`config.mk`:
```
export PLATFORM = sky130hd
export DESIGN_NAME = ufm_config_loader
export DESIGN_NICKNAME = d
export VERILOG_FILES = /design/src/rtl/ufm_config_loader.sv
export SDC_FILE = /design/constraint.sdc
export NUM_CORES = 1
export LEC_CHECK = 0
export ABC_CLOCK_PERIOD_IN_PS = 4730
export BUFFER_PORTS_ARGS = -buffer_cell sky130_fd_sc_hd__buf_2
export CAP_MARGIN = 25
export CELL_PAD_IN_SITES_DETAIL_PLACEMENT = 1
export CELL_PAD_IN_SITES_GLOBAL_PLACEMENT = 1
export CORE_ASPECT_RATIO = 1.25
export CORE_UTILIZATION = 47
export DETAILED_ROUTE_END_ITERATION = 16
export PLACE_DENSITY = 0.94
export SYNTH_ARGS = -nofsm -noshare
export SYNTH_HDL_FRONTEND = slang
export SYNTH_SLANG_ARGS = --single-unit
```
`constraint.sdc`:
```
create_clock -name clk -period 4.73 [get_ports clk]
set_input_delay 0.946 -clock clk [delete_from_list [all_inputs] [get_ports clk]]
set_output_delay 0.946 -clock clk [all_outputs]
set_load 0.02 [all_outputs]
```
`src/rtl/ufm_config_loader.sv`:
```
`default_nettype none
// ufm_config_loader: reads the UFM configuration image over Avalon-MM, unpacks it
// into power-supply / signal-generator fields and commits them in a single edge.
// Revision: 1.0
module ufm_config_loader #(
  parameter int         NUM_WORDS = 6,
  parameter logic [3:0] CTRL_READ = 4'h4,
  parameter int         TIMEOUT   = 255
) (
  input  logic        clk,
  input  logic        reset_n,
  input  logic [3:0]  controlstate,
  output logic        ufmread,
  output logic [15:0] read_addr,
  input  logic        waitrequest,
  input  logic [31:0] readdata,
  input  logic        readdatavalid,
  output logic [1:0]  readstate,
  output logic [9:0]  psRef,
  output logic        relay1reset,
  output logic        relay2reset,
  output logic [23:0] sgRefFreq,
  output logic [95:0] sgDP,
  output logic        blank,
  output logic        timeout_err
);

  localparam int c_cnt_w = (NUM_WORDS > 1) ? $clog2(NUM_WORDS) : 1;
  localparam int c_to_w  = $clog2(TIMEOUT + 1);
  localparam logic [c_cnt_w-1:0] c_last_word = c_cnt_w'(NUM_WORDS - 1);
  localparam logic [c_to_w-1:0]  c_to_last   = c_to_w'(TIMEOUT - 1);

  typedef enum logic [2:0] {
    ST_IDLE     = 3'd0,
    ST_ISSUE    = 3'd1,
    ST_WAITDATA = 3'd2,
    ST_NEXT     = 3'd3,
    ST_DONE     = 3'd4
  } state_t;

  state_t                        r_state;
  state_t                        w_state_nxt;
  logic [c_cnt_w-1:0]            r_cnt;
  logic [c_to_w-1:0]             r_to;
  logic [NUM_WORDS-1:0][23:0]    r_shadow;
  logic                          r_blank;
  logic                          r_timeout;
  logic [9:0]                    r_psref;
  logic                          r_relay1;
  logic                          r_relay2;
  logic [23:0]                   r_freq;
  logic [95:0]                   r_sgdp;

  logic w_clear;
  logic w_accept;
  logic w_latch;
  logic w_to_inc;
  logic w_to_fire;
  logic w_cnt_inc;
  logic w_commit;
  logic w_unused;

  assign w_clear  = (controlstate == 4'h0);
  // Upper half of word 0 carries no field; keep the sink so it does not look forgotten.
  assign w_unused = ^r_shadow[0][23:12];

  always_comb begin
    w_state_nxt = r_state;
    w_accept    = 1'b0;
    w_latch     = 1'b0;
    w_to_inc    = 1'b0;
    w_to_fire   = 1'b0;
    w_cnt_inc   = 1'b0;
    w_commit    = 1'b0;
    ufmread     = 1'b0;
    readstate   = 2'b00;
    case (r_state)
      ST_IDLE: begin
        if (controlstate == CTRL_READ) w_state_nxt = ST_ISSUE;
      end
      ST_ISSUE: begin
        ufmread   = 1'b1;
        readstate = 2'b01;
        if (!waitrequest) begin
          w_accept = 1'b1;
          // Zero-latency response arriving with the accept is taken immediately.
          if (readdatavalid) begin
            w_latch     = 1'b1;
            w_state_nxt = ST_NEXT;
          end else begin
            w_state_nxt = ST_WAITDATA;
          end
        end
      end
      ST_WAITDATA: begin
        readstate = 2'b01;
        if (readdatavalid) begin
          w_latch     = 1'b1;
          w_state_nxt = ST_NEXT;
        end else if (r_to == c_to_last) begin
          w_to_fire   = 1'b1;
          w_state_nxt = ST_DONE;
        end else begin
          w_to_inc = 1'b1;
        end
      end
      ST_NEXT: begin
        readstate = 2'b01;
        if (r_cnt < c_last_word) begin
          w_cnt_inc   = 1'b1;
          w_state_nxt = ST_ISSUE;
        end else begin
          w_commit    = !r_blank && !r_timeout;
          w_state_nxt = ST_DONE;
        end
      end
      ST_DONE: begin
        readstate = (r_blank || r_timeout) ? 2'b11 : 2'b10;
      end
      default: w_state_nxt = ST_IDLE;
    endcase
    if (w_clear) w_state_nxt = ST_IDLE;
  end

  always_ff @(posedge clk or negedge reset_n) begin
    if (!reset_n) r_state <= ST_IDLE;
    else          r_state <= w_state_nxt;
  end

  always_ff @(posedge clk or negedge reset_n) begin
    if (!reset_n) begin
      r_cnt     <= '0;
      r_to      <= '0;
      r_shadow  <= '0;
      r_blank   <= 1'b0;
      r_timeout <= 1'b0;
      r_psref   <= '0;
      r_relay1  <= 1'b0;
      r_relay2  <= 1'b0;
      r_freq    <= '0;
      r_sgdp    <= '0;
    end else if (w_clear) begin
      r_cnt     <= '0;
      r_to      <= '0;
      r_shadow  <= '0;
      r_blank   <= 1'b0;
      r_timeout <= 1'b0;
      r_psref   <= '0;
      r_relay1  <= 1'b0;
      r_relay2  <= 1'b0;
      r_freq    <= '0;
      r_sgdp    <= '0;
    end else begin
      if (r_state == ST_IDLE) r_cnt <= '0;
      else if (w_cnt_inc)     r_cnt <= r_cnt + 1'b1;

      if (w_accept)      r_to <= '0;
      else if (w_to_inc) r_to <= r_to + 1'b1;

      if (w_to_fire) r_timeout <= 1'b1;

      if (w_latch) begin
        r_shadow[r_cnt] <= readdata[23:0];
        if (readdata == 32'hFFFF_FFFF) r_blank <= 1'b1;
      end

      // All fields load together so consumers never see a mixed image.
      if (w_commit) begin
        r_psref  <= r_shadow[0][9:0];
        r_relay1 <= r_shadow[0][10];
        r_relay2 <= r_shadow[0][11];
        r_freq   <= r_shadow[1];
        for (int j = 0; j < 4; j++) r_sgdp[24*j +: 24] <= r_shadow[2+j];
      end
    end
  end

  assign read_addr   = {{(16-c_cnt_w){1'b0}}, r_cnt};
  assign psRef       = r_psref;
  assign relay1reset = r_relay1;
  assign relay2reset = r_relay2;
  assign sgRefFreq   = r_freq;
  assign sgDP        = r_sgdp;
  assign blank       = r_blank;
  assign timeout_err = r_timeout;

endmodule
`default_nettype wire

```
## Word level (Yosys, flattened, before mapping)

Cells that the tools add are included.

| storage, ports and cells | value |
|---|---|
| register bits | 292 |
| bits of input ports | 40 |

| operators by class | value |
|---|---|
| $add $sub $neg | 2 |
| $lt $le $gt $ge | 3 |
| equal/unequal tests | 11 |
| muxes and demuxes | 52 |
| reduce and logical (&&, ||, !) cells | 16 |

Operators with widths:

| kind | count |
|---|---|
| $mux W144 | 2 |
| $mux W96 | 2 |
| $bwmux W144 | 1 |
| $demux W24 S3 | 1 |
| $mux W24 | 3 |
| $eq A32 B32 Y1 const B | 1 |
| $mux W3 | 9 |
| $mux W1 | 26 |
| $mux W8 | 3 |
| $mux W10 | 2 |
| $pmux W3 S5 | 1 |
| $add A8 B1 Y8 const B | 1 |
| $eq A8 B8 Y1 const B | 1 |
| $reduce_bool A2 Y1 | 4 |
| $eq A3 B2 Y1 const B | 2 |
| $ne A3 B3 Y1 const B | 2 |
| $reduce_bool A3 Y1 | 2 |
| $eq A4 B3 Y1 const B | 1 |
| $logic_not A4 Y1 | 1 |
| $lt A3 B4 Y1 const B | 1 |
| $ne A4 B4 Y1 const B | 1 |
| $pmux W2 S2 | 1 |
| $reduce_and A4 Y1 | 1 |
| $add A3 B1 Y3 const B | 1 |
| other kinds (12) | 14 |

## Longest topological paths before layout

Gate-level depths: netlist of the first run.

| logic depth | value |
|---|---|
| word-level depth | 7 |
| depth in mapped cells | 8 |
| mapped depth without buffers | 6 |

## Worst setup path after synthesis of the first run

No wires, ideal clock.

| path | value |
|---|---|
| path type | input-to-reg |
| start | in controlstate[2] |
| end | reg r_shadow[100] in the netlist's numbering |
| library setup time | 0.132 ns |
| arrival | 2.108 ns |
| setup slack | 2.490 ns |
| cell stages on the path | 4 |
| path buffers | 2 |
| cells stage by stage | nor4_1 clkbuf_1 clkbuf_1 nor2_1 |

| on the way | value |
|---|---|
| cells in the longest elaborated chain, start to end | 2 |
| elaborated cells on any way between the ends | 3 |
| those cells by class | 1 x mux; 2 x reduce/logical |

RTL lines:

| what | line | source |
|---|---|---|
| start, declared | 12 | `input logic [3:0] controlstate,` |
| $logic_not A4 Y1 * | 63 | `assign w_clear = (controlstate == 4'h0);` |
| $mux W144 or $reduce_bool A2 Y1 (tied branches) | - |  |
| end signal, assigned by index | 163 | `r_shadow[r_cnt] <= readdata[23:0];` |
| end, declared | 45 | `logic [NUM_WORDS-1:0][23:0] r_shadow;` |

Mark *: on every way between the ends. The rest lies on a longest branch, timed or not.
A chain may end at the register's enable or synchronous reset.

## Worst setup path after layout of the first run

| path | value |
|---|---|
| start | reg r_state[0] |
| end | out readstate[0] |

| on the way | value |
|---|---|
| cells in the longest elaborated chain, start to end | 3 |
| elaborated cells on any way between the ends | 6 |
| those cells by class | 4 x eq/ne; 1 x mux; 1 x reduce/logical |

RTL lines:

| what | line | source |
|---|---|---|
| start, declared | 41 | `state_t r_state;` |
| start signal, assigned | 127 | `else r_state <= w_state_nxt;` |
| $eq A3 B2 Y1 or $eq A3 B1 Y1 (tied branches) | 77 | `case (r_state)` |
| $reduce_or A3 Y1 (no line) | - |  |
| $pmux W2 S2 * | 77 |  |
| end, declared | 18 | `output logic [1:0] readstate,` |

Marked as above.

==> flow_metrics.env, run 1 <==
export IMPL_tightest_slew_ns=1.05
export IMPL_r2r_cells=4
export IMPL_die_y_um=179
export IMPL_place_ws_ns=1.75
export IMPL_clk_path_buf_depth=3
export IMPL_met3_usage_pct=3.69
export IMPL_met1_usage_pct=34.1
export IMPL_relSlewSlack_pct=29.6
export IMPL_post_dp_hpwl_mm=21.8
export IMPL_required_ns=3.78
export IMPL_drive_gt1_share_pct=19.1
export IMPL_area_delta_synth_final_pct=17.2
export IMPL_layout_common_cells="333 x nand2_1, 280 x dfrtp_1, 178 x buf_2, 162 x a21oi_1, 107 x nor2_1"
export IMPL_synth_top_cell_by_area="dfrtp_1"
export IMPL_worst_slack_ns=2.04
export IMPL_p_comb_share_pct=13.2
export IMPL_async_reset_ff_share_pct=100
export IMPL_p_total_mw=5.85
export IMPL_synth_cells=1176
export IMPL_cp_start_kind="flip-flop"
export IMPL_ir_worst_vdd_uv=242
export IMPL_slew_violations=0
export IMPL_r2r_start="r_state[0]"
export IMPL_hold_path_class="primary input to async pin"
export IMPL_cp_max_fo=10
export IMPL_antenna_left=0
export IMPL_synth_edf_count=0
export IMPL_grtUsageMet2_pct=49.8
export IMPL_pin_count=193
export IMPL_cts_buffers=28
export IMPL_globalRouteTotalUtil_pct=28.3
export IMPL_grt_pass1_vias=9687
export IMPL_cts_sinks=280
export IMPL_fin_nets=1364
export IMPL_switching_share_pct=27.6
export IMPL_final_common_cell="nand2_1"
export IMPL_firstDrtPassIters=4
export IMPL_antenna_found_initial=0
export IMPL_core_area_mm2=0.0245
export IMPL_placed_area_mm2=0.0128
export IMPL_pwr_share_seq_pct=47.4
export IMPL_synth_area_per_cell_um2=10.0
export IMPL_netlist_top_cells_area="dfrtp_1 60%, nand2_1 11%, mux2i_1 8.2%"
export IMPL_r2r_setup_slack_ns=2.20
export IMPL_synth_warnings=0
export IMPL_grt_ovfl_total=0
export IMPL_path_class="flip-flop to primary output"
export IMPL_synth_cell_types=45
export IMPL_post_route_cell_area_mm2=0.0138
export IMPL_intPower_mw=4.23
export IMPL_netlist_area_leader_share_pct=59.6
export IMPL_ys_seq_elements=280
export IMPL_grt_pass1_wl_mm=54.4
export IMPL_p_leak_nw=7.11
export IMPL_multi_input_comb_area_mm2=0.00423
export IMPL_diodes=0
export IMPL_gp_congestion=0.763
export IMPL_arrival_ns=1.74
export IMPL_p_switching_mw=1.62
export IMPL_regArea_mm2=0.00701
export IMPL_ys_seq_area_share_pct=59.6
export IMPL_drv_cap=0
export IMPL_cts_root_buf="clkbuf_16"
export IMPL_min_period_over_period_pct=56.9
export IMPL_routedWlPerCell_um=21.3
export IMPL_clock_power_share_pct=39.3
export IMPL_cts_hold_buf=0
export IMPL_die_w_um=143
export IMPL_worstReg2RegEnd="r_shadow[69]"
export IMPL_htree_levels=1
export IMPL_finalSetupViolCount=0
export IMPL_fin_crit_ns=2.69
export IMPL_outcome="finished, final reports clean"
export IMPL_grt_max_degree=107
export IMPL_synth_flop_cell="dfrtp_1"
export IMPL_fin_tns_setup_ns=0
export IMPL_ctsResizeCount=0
export IMPL_critPathCaptureType="primary output"
export IMPL_drt_vias_per_instance=5.55
export IMPL_placementRows=64
export IMPL_clk_pin_slew_ns=0.07
export IMPL_drt_iter0_drc=653
export IMPL_synth_area_mm2=0.0118
export IMPL_vias=9277
export IMPL_start_util_pct=48.0
export IMPL_n_fill_cell=2785
export IMPL_placed_cells=1620
export IMPL_fin_cells=1672
export IMPL_insertion_delay_ns=0.54
export IMPL_cts_setup_buffers=0
export IMPL_io_buffers=179
export IMPL_routed_wl_mm=35.7
export IMPL_rsz0062_at_grt="false"
export IMPL_finalClockSkew_ns=0.0197
export IMPL_hold_violations=0
export IMPL_cts_tree="done"
export IMPL_drc_errors=0
export IMPL_dieArea_mm2=0.0257
export IMPL_max_freq_ghz=0.372
export IMPL_busiest_layer="met2"
export IMPL_pwr_density_cell_mw_per_mm2=424
==> cell type report <==
class | instances | share of cell area [%]
sequential | 280 | 50.8
multi-input combinational | 810 | 30.7
tap | 330 | 3.00
clock inverter | 10 | 0.754
clock buffer | 41 | 6.25
timing repair buffer | 196 | 8.30
inverter | 5 | 0.136
==> power groups by stage <==
stage          combinational [mW]  sequential [mW]  clock (mW)
2_1_floorplan               0.424             2.83           0
3_3_place_gp                0.726             2.79           0
3_5_place_dp                0.766             2.81           0
4_1_cts                     0.780             2.77        2.33
5_1_grt                     0.853             2.80        2.42
6_report                    0.773             2.77        2.30
==> state kept, by name (all words and copies together), names as in the netlist <==
register     cells
timeout_err      1
r_to             8
r_shadow       132
relay1reset      1
sgRefFreq       24
r_cnt            3
blank            1
r_state          3
relay2reset      1
sgDP            96
psRef           10
==> worst max-delay path by stage <==
stage	start	end	slack, ns
2_1_floorplan	controlstate[2]	r_shadow[100]	2.49
3_3_place_gp	waitrequest	r_shadow[69]	1.83
3_5_place_dp	waitrequest	r_shadow[67]	1.75
4_1_cts	r_state[2]	sgDP[17]	1.89
5_1_grt	r_state[0]	readstate[0]	1.84
6_report	r_state[0]	readstate[0]	2.04
==> metal layers <==
layer,up-vias,part of all wire [%]
met5,-,0
met1,4747,39
met2,289,52
met4,0,5.0
li1,4158,-
met3,83,4.6
==> kinds of logic after synthesis <==
| group | count (synthesis) | share of synthesized area [%] |
|---|---|---|
| simple gates | 490 | 17.0 |
| mux | 96 | 8.17 |
| buf+inv | 98 | 5.10 |
| compound gates | 202 | 9.34 |
| xor+xnor | 6 | 0.447 |
| other cells | 1 | 0.0319 |
| flops | 280 | 59.6 |
| fa+ha+maj | 3 | 0.319 |
==> cells in the mapped netlist (4+ instances only) <==
cell type  instances
a21oi_1          162
buf_2             14
buf_4             15
buf_6             15
buf_8              4
clkbuf_1          42
dfrtp_1          280
inv_1              5
mux2i_1           96
nand2_1          333
nand3_1           18
nand4_1           10
nor2_1           107
o211ai_1           5
o21ai_0           19
xor2_1             5
==> worst max-delay path, stage by stage, from the launching register on <==
cell	delay (ns)
dfrtp_1	0.50
nor2_1	0.30
o211ai_1	0.13
o21ai_0	0.10
buf_2	0.19
==> through the flow <==
step	util, %	hold slack, ns
after floorplan	-	0.469
after global placement	52.0	0.482
after detailed placement	52.2	0.491
after CTS	56.1	0.485
after global routing	56.2	0.499
final	56.2	0.441
Note: power is estimated with default switching activity, not from simulation.
==> run 2, diff against run 1 <==
- ABC_CLOCK_PERIOD_IN_PS: 4730 -> 2300
- CORE_UTILIZATION: 47 -> 39
- PLACE_DENSITY: 0.94 -> 0.84
- clock period: 4.73 -> 2.3 ns (I/O delays scaled with it)
==> flow_metrics.env, run 2 (synthesis results as in run 1) <==
export IMPL_regMostFlops="r_shadow"
export IMPL_drv_cap=0
export IMPL_crit_path_max_incr_delay_ns=0.50
export IMPL_slew_violations=0
export IMPL_antenna_left=0
export IMPL_multi_input_comb_area_mm2=0.00424
export IMPL_crit_chain="nor2_2 > o211ai_1 > o21ai_0 > buf_2"
export IMPL_layout_common_cells="333 x nand2_1, 280 x dfrtp_1, 178 x buf_2, 162 x a21oi_1, 106 x nor2_1"
export IMPL_grt_pass1_wl_mm=56.2
export IMPL_final_common_cell="nand2_1"
export IMPL_cts_buffers=28
export IMPL_clk_pin_slew_ns=0.06
export IMPL_path_class="flip-flop to primary output"
export IMPL_antenna_found_initial=1
export IMPL_globalRouteTotalUtil_pct=24.1
export IMPL_fin_nets=1399
export IMPL_grt_ovfl_total=0
export IMPL_finalSetupViolCount=0
export IMPL_place_ws_ns=0.179
export IMPL_tightest_slew_ns=0.667
export IMPL_cp_start_kind="flip-flop"
export IMPL_drive_gt1_share_pct=20.6
export IMPL_hold_path_class="primary input to flip-flop"
export IMPL_whs_path_depth=3
export IMPL_grt_max_degree=64
export IMPL_ir_worst_vdd_uv=444
export IMPL_io_buffers=179
export IMPL_clk_path_buf_depth=3
export IMPL_n_fill_cell=3418
export IMPL_post_dp_hpwl_mm=24.0
export IMPL_pin_count=193
export IMPL_core_area_mm2=0.0294
export IMPL_insertion_delay_ns=0.54
export IMPL_arrival_ns=1.69
export IMPL_required_ns=1.84
export IMPL_cp_max_fo=10
export IMPL_htree_levels=1
export IMPL_pwr_density_cell_mw_per_mm2=826
export IMPL_drt_iter0_drc=525
export IMPL_cts_root_buf="clkbuf_16"
export IMPL_slowest_stage="dfrtp_1"
export IMPL_die_y_um=196
export IMPL_largest_reg_flops=132
export IMPL_rsz0062_at_grt="false"
export IMPL_drt_vias_per_instance=5.24
export IMPL_outcome="finished, final reports clean"
export IMPL_placementRows=70
export IMPL_dieArea_mm2=0.0309
export IMPL_routedWlPerCell_um=20.3
export IMPL_regArea_mm2=0.00701
export IMPL_cts_tree="done"
export IMPL_routed_wl_mm=35.9
export IMPL_cts_setup_buffers=0
export IMPL_worst_slack_ns=0.150
export IMPL_fin_crit_ns=2.15
export IMPL_relSlewSlack_pct=55.1
export IMPL_vias=9258
export IMPL_die_w_um=157
export IMPL_finalClockSkew_ns=0.00657
export IMPL_fin_tns_setup_ns=0
export IMPL_area_delta_synth_final_pct=19.7
export IMPL_critPathCaptureType="primary output"
export IMPL_start_util_pct=40.0
export IMPL_grt_pass1_vias=9754
export IMPL_r2r_cells=5
export IMPL_cts_sinks=280
export IMPL_firstDrtPassIters=5
export IMPL_p_leak_nw=7.21
export IMPL_hold_violations=0
export IMPL_diodes=0
export IMPL_gp_congestion=0.807
export IMPL_min_period_over_period_pct=93.5
export IMPL_max_freq_ghz=0.465
export IMPL_drc_errors=0
run 2: cell types whose count changed in the layout (fill, tap and decap cells not counted), moves of 2 or more:
cell,previous run,this run
buf_12,4,15
buf_16,3,0
buf_4,10,36
bufinv_16,2,0
clkbuf_1,3,6
clkbuf_8,9,4
clkinv_2,7,3
clkinvlp_4,0,2
run 2: final timing paths:
check / endpoint / start / slack [ns]
max: readstate[0] / r_state[0] / 0.15
min: r_state[0] / waitrequest / 0.27
max reg2reg: sgDP[39] / r_state[0] / 0.21
min reg2reg: r_shadow[7] / r_shadow[7] / 0.51
max in group asynchronous: r_shadow[44] / reset_n / 1.08
min in group asynchronous: sgDP[36] / reset_n / 0.46
run 2: cell type report:
cell class              count  area share (%)
clock buffers              39            5.71
inverters                   5           0.133
repair buffers            231            10.6
multi-input cells         810            30.1
well taps                 396            3.52
clock inverters             5           0.213
flip-flops and latches    280            49.8
run 2: timing repair:
action / CTS / global route
endpoints found under the hold margin: 55 / 0
hold buffers: 1 / 0
endpoints found under the setup margin: 0 / 2
gates resized for setup: 0 / 1
run 2: per-stage QoR:
| step | power (mW) | cells | hold WS (ns) | cell area (um^2) | util [%] |
|---|---|---|---|---|---|
| after floorplan | 6.69 | 1188 | 0.164 | 11800 | - |
| after global placement | 7.33 | 1721 | 0.450 | 13200 | 45.0 |
| after detailed placement | 7.44 | 1721 | 0.445 | 13200 | 45.0 |
| after CTS | 11.7 | 1766 | 0.255 | 14100 | 47.8 |
| after global routing | 12.1 | 1766 | 0.278 | 14100 | 47.8 |
| final | 11.6 | 1766 | 0.268 | 14100 | 47.8 |
run 2: worst max-delay path: cells and delay by family (launching register included):
kind,cells,cell delay [ns]
flip-flops,1,0.50
AND/OR/NAND/NOR,1,0.25
AO/OA/AOI/OAI,2,0.21
buffers and inverters,1,0.19
run 2: where the power goes:
part | internal [mW] | switching (mW)
registers | 5.37 | 0.321
clock network | 2.40 | 1.88
logic | 0.586 | 1.07
run 2: layer usage:
layer | track usage, % | routed length, um | up-vias | share of wire [%]
li1 | - | - | 4212 | -
met1 | 30.2 | 14500 | 4745 | 40
met4 | 9.42 | 1370 | 2 | 3.8
met2 | 40.6 | 18000 | 230 | 50
met3 | 4.75 | 2030 | 69 | 5.7
met5 | 0 | 13 | - | 0.036
